--- src/rtl/ddr5_cmd_scheduler_pkg.sv ---
// Shared types for the DDR5 command scheduler: command codes, FSM states, request record.
// Bank index everywhere is {bg, bank}.
package ddr5_cmd_scheduler_pkg;

  localparam int NUM_BANKS = 32;
  localparam logic [1:0] OP_WRITE = 2'd1;

  typedef enum logic [2:0] {
    PRE = 3'd0,
    ACT = 3'd1,
    RD  = 3'd2,
    WR  = 3'd3
  } cmd_e;

  typedef enum logic [1:0] {
    S_IDLE,
    S_ARB,
    S_PH1
  } sched_state_e;

  typedef struct packed {
    logic [1:0]  op;
    logic [3:0]  core;
    logic [2:0]  bg;
    logic [1:0]  bank;
    logic [15:0] row;
    logic [9:0]  col;
  } sched_req_t;

  function automatic logic [7:0] sat_inc(input logic [7:0] t);
    return (t == 8'hFF) ? t : t + 8'd1;
  endfunction

endpackage

--- src/rtl/ddr5_cmd_scheduler_fifo.sv ---
// Request FIFO; head visible the cycle after the push edge.
// push_rdy depends on occupancy only, so a full FIFO refuses a push even while popping.
module sched_req_fifo
  import ddr5_cmd_scheduler_pkg::*;
#(
  parameter int DEPTH = 16
) (
  input  logic                     clk,
  input  logic                     rst_n,
  input  logic                     push_vld,
  output logic                     push_rdy,
  input  sched_req_t               push_dat,
  input  logic                     pop_vld,
  output sched_req_t               head_dat,
  output logic [$clog2(DEPTH):0]   count
);

  localparam int AW = $clog2(DEPTH);
  localparam logic [AW:0] FULL = {1'b1, {AW{1'b0}}};
  localparam logic [AW:0] ONE  = {{AW{1'b0}}, 1'b1};

  sched_req_t      mem [DEPTH];
  logic [AW-1:0]   wr_ptr;
  logic [AW-1:0]   rd_ptr;
  logic            do_push;
  logic            do_pop;

  assign push_rdy = (count < FULL);
  assign do_push  = push_vld & push_rdy;
  assign do_pop   = pop_vld & (count != '0);
  assign head_dat = mem[rd_ptr];

  always_ff @(posedge clk) begin
    if (do_push) mem[wr_ptr] <= push_dat;
  end

  // Pointers are AW bits wide, so they wrap modulo DEPTH on their own.
  always_ff @(posedge clk or negedge rst_n) begin
    if (!rst_n) begin
      wr_ptr <= '0;
      rd_ptr <= '0;
      count  <= '0;
    end else begin
      if (do_push) wr_ptr <= wr_ptr + {{(AW-1){1'b0}}, 1'b1};
      if (do_pop)  rd_ptr <= rd_ptr + {{(AW-1){1'b0}}, 1'b1};
      if (do_push && !do_pop)      count <= count + ONE;
      else if (!do_push && do_pop) count <= count - ONE;
    end
  end

endmodule

--- src/rtl/ddr5_cmd_scheduler.sv ---
// FCFS DDR5 command scheduler: open-page bank table, per-bank and column timers, 2-cycle commands.
// Commands appear one cycle after the ARB decision; the FIFO stalls the front end via req_ready.
module ddr5_cmd_scheduler
  import ddr5_cmd_scheduler_pkg::*;
#(
  parameter int QUEUE_DEPTH = 16,
  parameter int T_RCD       = 39,
  parameter int T_RP        = 39,
  parameter int T_RAS       = 76,
  parameter int T_CCD_L     = 12,
  parameter int T_CCD_S     = 8
) (
  input  logic                           clk,
  input  logic                           rst_n,
  input  logic                           req_valid,
  output logic                           req_ready,
  input  logic [1:0]                     req_op,
  input  logic [3:0]                     req_core,
  input  logic [2:0]                     req_bg,
  input  logic [1:0]                     req_bank,
  input  logic [15:0]                    req_row,
  input  logic [9:0]                     req_col,
  output logic                           cmd_valid,
  output cmd_e                           cmd_code,
  output logic                           cmd_phase,
  output logic [2:0]                     cmd_bg,
  output logic [1:0]                     cmd_bank,
  output logic [15:0]                    cmd_row,
  output logic [9:0]                     cmd_col,
  output logic                           done_valid,
  output logic [3:0]                     done_core,
  output logic [1:0]                     done_op,
  output logic [$clog2(QUEUE_DEPTH):0]   q_count
);

  localparam int CW = $clog2(QUEUE_DEPTH) + 1;
  localparam logic [CW-1:0] ONE = {{(CW-1){1'b0}}, 1'b1};
  localparam logic [7:0] RCD   = T_RCD[7:0];
  localparam logic [7:0] RP    = T_RP[7:0];
  localparam logic [7:0] RAS   = T_RAS[7:0];
  localparam logic [7:0] CCD_L = T_CCD_L[7:0];
  localparam logic [7:0] CCD_S = T_CCD_S[7:0];

  sched_req_t    req_dat;
  sched_req_t    head;
  logic          fifo_pop;
  sched_state_e  state;
  sched_state_e  state_nxt;
  logic          issue_vld;
  cmd_e          issue_code;

  logic [NUM_BANKS-1:0] bank_open;
  logic [15:0]          bank_row   [NUM_BANKS];
  logic [7:0]           bank_timer [NUM_BANKS];
  logic [7:0]           col_timer;
  logic [2:0]           last_col_bg;

  logic [4:0]  head_idx;
  logic [4:0]  cmd_idx;
  logic [7:0]  head_elapsed;
  logic [7:0]  col_elapsed;
  logic [7:0]  ccd_min;

  assign req_dat = '{op: req_op, core: req_core, bg: req_bg, bank: req_bank,
                     row: req_row, col: req_col};

  sched_req_fifo #(.DEPTH(QUEUE_DEPTH)) u_fifo (
    .clk      (clk),
    .rst_n    (rst_n),
    .push_vld (req_valid),
    .push_rdy (req_ready),
    .push_dat (req_dat),
    .pop_vld  (fifo_pop),
    .head_dat (head),
    .count    (q_count)
  );

  assign head_idx = {head.bg, head.bank};
  assign cmd_idx  = {cmd_bg, cmd_bank};

  // Timers are judged by the value they will hold on the cycle the command appears.
  assign head_elapsed = sat_inc(bank_timer[head_idx]);
  assign col_elapsed  = sat_inc(col_timer);
  assign ccd_min      = (head.bg == last_col_bg) ? CCD_L : CCD_S;

  always_comb begin
    state_nxt  = state;
    issue_vld  = 1'b0;
    issue_code = PRE;
    fifo_pop   = 1'b0;
    unique case (state)
      S_IDLE: begin
        if (q_count != '0) state_nxt = S_ARB;
      end
      S_ARB: begin
        if (q_count == '0) begin
          state_nxt = S_IDLE;
        end else if (!bank_open[head_idx]) begin
          if (head_elapsed >= RP) begin
            issue_vld  = 1'b1;
            issue_code = ACT;
            state_nxt  = S_PH1;
          end
        end else if (bank_row[head_idx] != head.row) begin
          if (head_elapsed >= RAS) begin
            issue_vld  = 1'b1;
            issue_code = PRE;
          end
        end else if (head_elapsed >= RCD && col_elapsed >= ccd_min) begin
          issue_vld  = 1'b1;
          issue_code = (head.op == OP_WRITE) ? WR : RD;
          state_nxt  = S_PH1;
        end
      end
      S_PH1: begin
        fifo_pop  = (cmd_code != ACT);
        state_nxt = (fifo_pop && q_count <= ONE) ? S_IDLE : S_ARB;
      end
      default: state_nxt = S_IDLE;
    endcase
  end

  always_ff @(posedge clk or negedge rst_n) begin
    if (!rst_n) state <= S_IDLE;
    else        state <= state_nxt;
  end

  always_ff @(posedge clk or negedge rst_n) begin
    if (!rst_n) begin
      cmd_valid  <= 1'b0;
      cmd_code   <= PRE;
      cmd_phase  <= 1'b0;
      cmd_bg     <= '0;
      cmd_bank   <= '0;
      cmd_row    <= '0;
      cmd_col    <= '0;
      done_valid <= 1'b0;
      done_core  <= '0;
      done_op    <= '0;
    end else begin
      cmd_valid  <= 1'b0;
      cmd_phase  <= 1'b0;
      done_valid <= 1'b0;
      if (issue_vld) begin
        cmd_valid <= 1'b1;
        cmd_code  <= issue_code;
        cmd_bg    <= head.bg;
        cmd_bank  <= head.bank;
        cmd_row   <= head.row;
        cmd_col   <= head.col;
      end else if (state == S_PH1) begin
        // Second cycle repeats the held command fields.
        cmd_valid <= 1'b1;
        cmd_phase <= 1'b1;
      end
      if (fifo_pop) begin
        done_valid <= 1'b1;
        done_core  <= head.core;
        done_op    <= head.op;
      end
    end
  end

  always_ff @(posedge clk or negedge rst_n) begin
    if (!rst_n) begin
      bank_open   <= '0;
      col_timer   <= 8'hFF;
      last_col_bg <= '0;
      for (int b = 0; b < NUM_BANKS; b++) begin
        bank_timer[b] <= 8'hFF;
        bank_row[b]   <= '0;
      end
    end else begin
      for (int b = 0; b < NUM_BANKS; b++) begin
        if (issue_vld && (issue_code == ACT || issue_code == PRE) && head_idx == 5'(b))
          bank_timer[b] <= '0;
        else
          bank_timer[b] <= sat_inc(bank_timer[b]);
      end
      if (issue_vld && issue_code == PRE) bank_open[head_idx] <= 1'b0;
      if (state == S_PH1 && cmd_code == ACT) begin
        bank_open[cmd_idx] <= 1'b1;
        bank_row[cmd_idx]  <= cmd_row;
      end
      if (issue_vld && (issue_code == RD || issue_code == WR)) begin
        col_timer   <= '0;
        last_col_bg <= head.bg;
      end else begin
        col_timer <= sat_inc(col_timer);
      end
    end
  end

endmodule

--- config.mk ---
export PLATFORM = sky130hd
export DESIGN_NAME = ddr5_cmd_scheduler
export DESIGN_NICKNAME = d
export VERILOG_FILES = /design/src/rtl/ddr5_cmd_scheduler_pkg.sv /design/src/rtl/ddr5_cmd_scheduler_fifo.sv /design/src/rtl/ddr5_cmd_scheduler.sv
export SDC_FILE = /design/constraint.sdc
export NUM_CORES = 2
export LEC_CHECK = 0
export BUFFER_PORTS_ARGS = -buffer_cell sky130_fd_sc_hd__buf_2
export CORE_UTILIZATION = 55
export DETAILED_ROUTE_END_ITERATION = 6
export PLACE_DENSITY = 0.69
export SYNTH_ARGS = -nofsm -noshare
export SYNTH_HDL_FRONTEND = slang
export SYNTH_SLANG_ARGS = --single-unit
export TNS_END_PERCENT = 1
--- constraint.sdc ---
create_clock -name clk -period 7.1 [get_ports clk]
set_input_delay 0.355 -clock clk [delete_from_list [all_inputs] [get_ports clk]]
set_output_delay 0.355 -clock clk [all_outputs]
set_load 0.005 [all_outputs]
==> results.tsv <==
stage	metric	value	unit
floorplanning	die area	0.1233	mm2
drt	DR iter-0 viols	4492	
synthesis	register area share after synthesis	0.5940	
timing	RSZ-0062 raised after global routing	no	
power_and_ir_drop	Internal	0.02203	W
clocking	total CTS buffers	154	
critical_path	critical path class	reg2reg	
cells_and_area	share of post-route cells with drive strength above 1	0.2996	
clocking	buffer depth of the longest clock path	3	
cells_and_area	Area Overhead vs Synth	12.08	%
timing	period utilization	0.9538	
global_route	global route overflow	0	
timing	Max Clk Rate	147.7	MHz
timing	Setup TNS Final	0	ps
clocking	TritonCTS clock tree	built	
floorplanning	Die Wd	351.1	um
critical_path	Critical Path AT	7430	ps
run_status	failing checks	design-rule violations, max-capacitance violations	
clocking	H-Tree Level Count	4	
drt	drt drc	4	
floorplanning	FP Rows	127	
clocking	post-CTS setup buffer count	0	
global_route	largest net degree at the start of global routing	174	
synthesis	Post-synth EDFFs	592	
timing	Final Critical Period	6772	ps
power_and_ir_drop	Net Sw Frac	0.4135	
clocking	post-CTS sizing	0	
synthesis	Synth Cell Area	0.06705	mm2
clocking	CTS sink cnt	1460	
placement	hpwl dp	108.8	mm
critical_path	Worst path slowest cell	mux4_4	
global_route	GRT Total Usage	0.2977	
power_and_ir_drop	P_sw	0.01553	W
synthesis	warnings from Yosys	0	
timing	Pins Over Slew Limit	0	
timing	max_slew headroom	0.003881	
power_and_ir_drop	Comb power frac	0.442	
placement	RD Place Congestion	0.9267	
drt	DR vias/cell	6.381	
cells_and_area	final core occ	0.6239	
critical_path	CP Launch Type	register	
power_and_ir_drop	IR drop worst, VDD	0.8575	mV
synthesis	Yosys reg bits	1460	
hold_path	Hold WC Path Type	in2async	
power_and_ir_drop	sequential power share	0.341	
power_and_ir_drop	leakage	30.57	nW
drt	remaining antenna violation count	0	
timing	Setup-failing EPs final	0	
critical_path	Critical Path RT	7760	ps
run_status	status	finished, violations left	
synthesis	Yosys cell types	78	
clocking	Clock Latency Late Sink	780	ps
clocking	Clock transition at path regs	60	ps
global_route	antenna violations before repair	9	
synthesis	Post-Syn Nets	5011	
timing	Setup Skew	30.06	ps
placement	IO buf count	87	
synthesis	Synth Flop Type	dfrtp_1	
critical_path	reg2reg path depth	19	
cells_and_area	Nets	5120	
floorplanning	area of the core	0.1204	mm2
drt	Post-Route WL	180.7	mm
timing	worst-margin pin slew	1491	ps
critical_path	CP Max Fanout	33	
timing	Hold Vio Cnt, Final	0	
critical_path	Critical Path Max Stage Delay	980	ps
synthesis	Syn Area/Cell	13.61	um2
synthesis	Syn Inst Count	4927	
global_route	first-pass GRT wire length	274.3	mm
critical_path	crit end category	register	
drt	1st-pass router iterations	7	
global_route	vias in the first global route	43040	
critical_path	Cell Chain, Critical Path	mux4_2 -> mux4_4 -> buf_4 -> a211oi_1 -> a311oi_1 -> nand4_1 -> o31ai_1 -> inv_1 -> ha_1 -> inv_1 -> nor4_1 -> mux2i_1 -> or2_1 -> o31ai_4 -> a22oi_2 -> a211oi_4 -> buf_12 -> buf_12 -> a221oi_1	
drt	drt wl/cell	26.66	um
power_and_ir_drop	PwrDens	499.8	mW/mm2
clocking	root buffer cell	clkbuf_16	
synthesis	ys async rst share	0.5945	
floorplanning	Starting Density	0.5566	
floorplanning	DIE HEIGHT	351.1	um
drt	DR vias	43250	
flow_run	Max-cap violations	1	
floorplanning	I/O pin count	89	
power_and_ir_drop	clock power share	0.217	
==> routing by layer <==
layer / global-route usage / wire [um]
met4: 0.09574 / 5518
met3: 0.05785 / 13810
met5: 0 / 0
met1: 0.4215 / 76820
met2: 0.4654 / 84550
==> what timing repair did <==
item                       in CTS  in global routing
setup endpoints to repair       0                  0
hold buffers                   38                  0
hold endpoints to repair      636                  0
==> path summary, 6_finish.rpt <==
path	slack, ps	startpoint	endpoint
max	330	u_fifo.rd_ptr[2]$_DFFE_PN0P_	bank_timer[252]$_DFFE_PN1P_
min	150	rst_n	bank_open[25]$_DFF_PN0_
max reg2reg	330	u_fifo.rd_ptr[2]$_DFFE_PN0P_	bank_timer[252]$_DFFE_PN1P_
min reg2reg	500	bank_row[470]$_DFFE_PN0P_	bank_row[470]$_DFFE_PN0P_
max in group asynchronous	5550	rst_n	bank_row[466]$_DFFE_PN0P_
min in group clk	170	req_valid	u_fifo.wr_ptr[1]$_DFFE_PN0P_
==> stage by stage <==
step	cells	hold WS [ps]	total power, W	area [um2]	setup slack [ps]
6_report	6777	147.8	0.03756	75150	328.1
3_3_place_gp	6454	346.7	0.02890	69650	547.9
4_1_cts	6772	120.1	0.03740	75130	411.1
5_1_grt	6774	163.0	0.03926	75140	138.0
2_1_floorplan	4927	59.41	0.02330	67050	2201
3_5_place_dp	6454	344.6	0.02916	69650	449.0
==> cells in the mapped netlist (26+ instances only) <==
cell,n,area [um2]
dfstp_2,264,6937
and2_1,38,237.7
clkbuf_1,177,664.4
nand2_1,451,1693
dfrtp_1,604,15110
a21oi_1,305,1526
o21ai_0,84,420.4
xnor2_1,74,648.1
buf_1,43,161.4
nand3_1,152,760.7
mux2_2,565,6362
mux2i_1,336,3363
and3_1,75,469.2
inv_1,39,146.4
a211oi_1,72,540.5
a311oi_1,26,227.7
xor2_1,89,779.5
a31oi_1,53,331.6
nand4_1,84,525.5
mux4_2,185,4167
ha_1,44,550.5
nor3_1,53,265.3
nor2_1,115,431.7
o22ai_1,27,168.9
edfxtp_1,592,17780
buf_2,85,425.4
==> registers in the layout, summed over array words and instances (netlist names) <==
signal         flops
last_col_bg        3
state              2
u_fifo.wr_ptr      4
cmd_bg             3
done_core          4
bank_timer       256
cmd_row           16
done_valid         1
cmd_phase          1
done_op            2
cmd_col           10
col_timer          8
cmd_bank           2
bank_row         512
u_fifo.rd_ptr      4
u_fifo.mem       592
bank_open         32
u_fifo.count       5
cmd_valid          1
cmd_code           2
==> worst max-delay path: cells and delay by family (launching register included) <==
family                     cells  cell delay (ps)
and+or+nand+nor                3              730
buffers and inverters          5             1060
muxes                          3             1930
adders and majority gates      1              270
DFF                            1              760
AOI/OAI and AO/OA              7             1820
==> cell families after synthesis <==
group | synth area share
xor gates and xnor gates | 0.02129
buffers and inverters | 0.02482
muxes | 0.2077
adders and majority gates | 0.008211
and+or+nand+nor | 0.07685
AOI/OAI and AO/OA | 0.06702
DFF | 0.5940
other | 0.00005593
==> layout by cell type, fill, tap and decap left out, types with 72 or more instances in the layout <==
master     instances
dfrtp_1          600
edfxtp_1         592
mux2_2           564
nand2_1          450
mux2i_1          336
a21oi_1          304
dfstp_2          264
mux4_2           183
clkbuf_16        156
nand3_1          150
buf_4            140
nor2_1           112
xor2_1            89
buf_2             86
nand4_1           84
o21ai_0           83
and3_1            74
xnor2_1           74
a211oi_1          72
==> layout make-up <==
type	instances	area [um2]
Fill cell	9095	45300
Antenna cell	5	12.51
Timing Repair Buffer	288	2337
Multi-Input combinational cell	3091	25680
Clock inverter	70	855.8
Inverter	41	153.9
Clock buffer	210	4247
Tap cell	1612	2017
Sequential cell	1460	39840
==> power by group through the flow <==
stage / registers, W / clock network, W / logic, W
6_report: 0.0128 / 0.00816 / 0.0166
5_1_grt: 0.0130 / 0.00859 / 0.0176
4_1_cts: 0.0128 / 0.00826 / 0.0164
3_5_place_dp: 0.0129 / 0 / 0.0163
3_3_place_gp: 0.0128 / 0 / 0.0160
2_1_floorplan: 0.0120 / 0 / 0.0113
No activity file was read; power rests on OpenSTA's default activity.
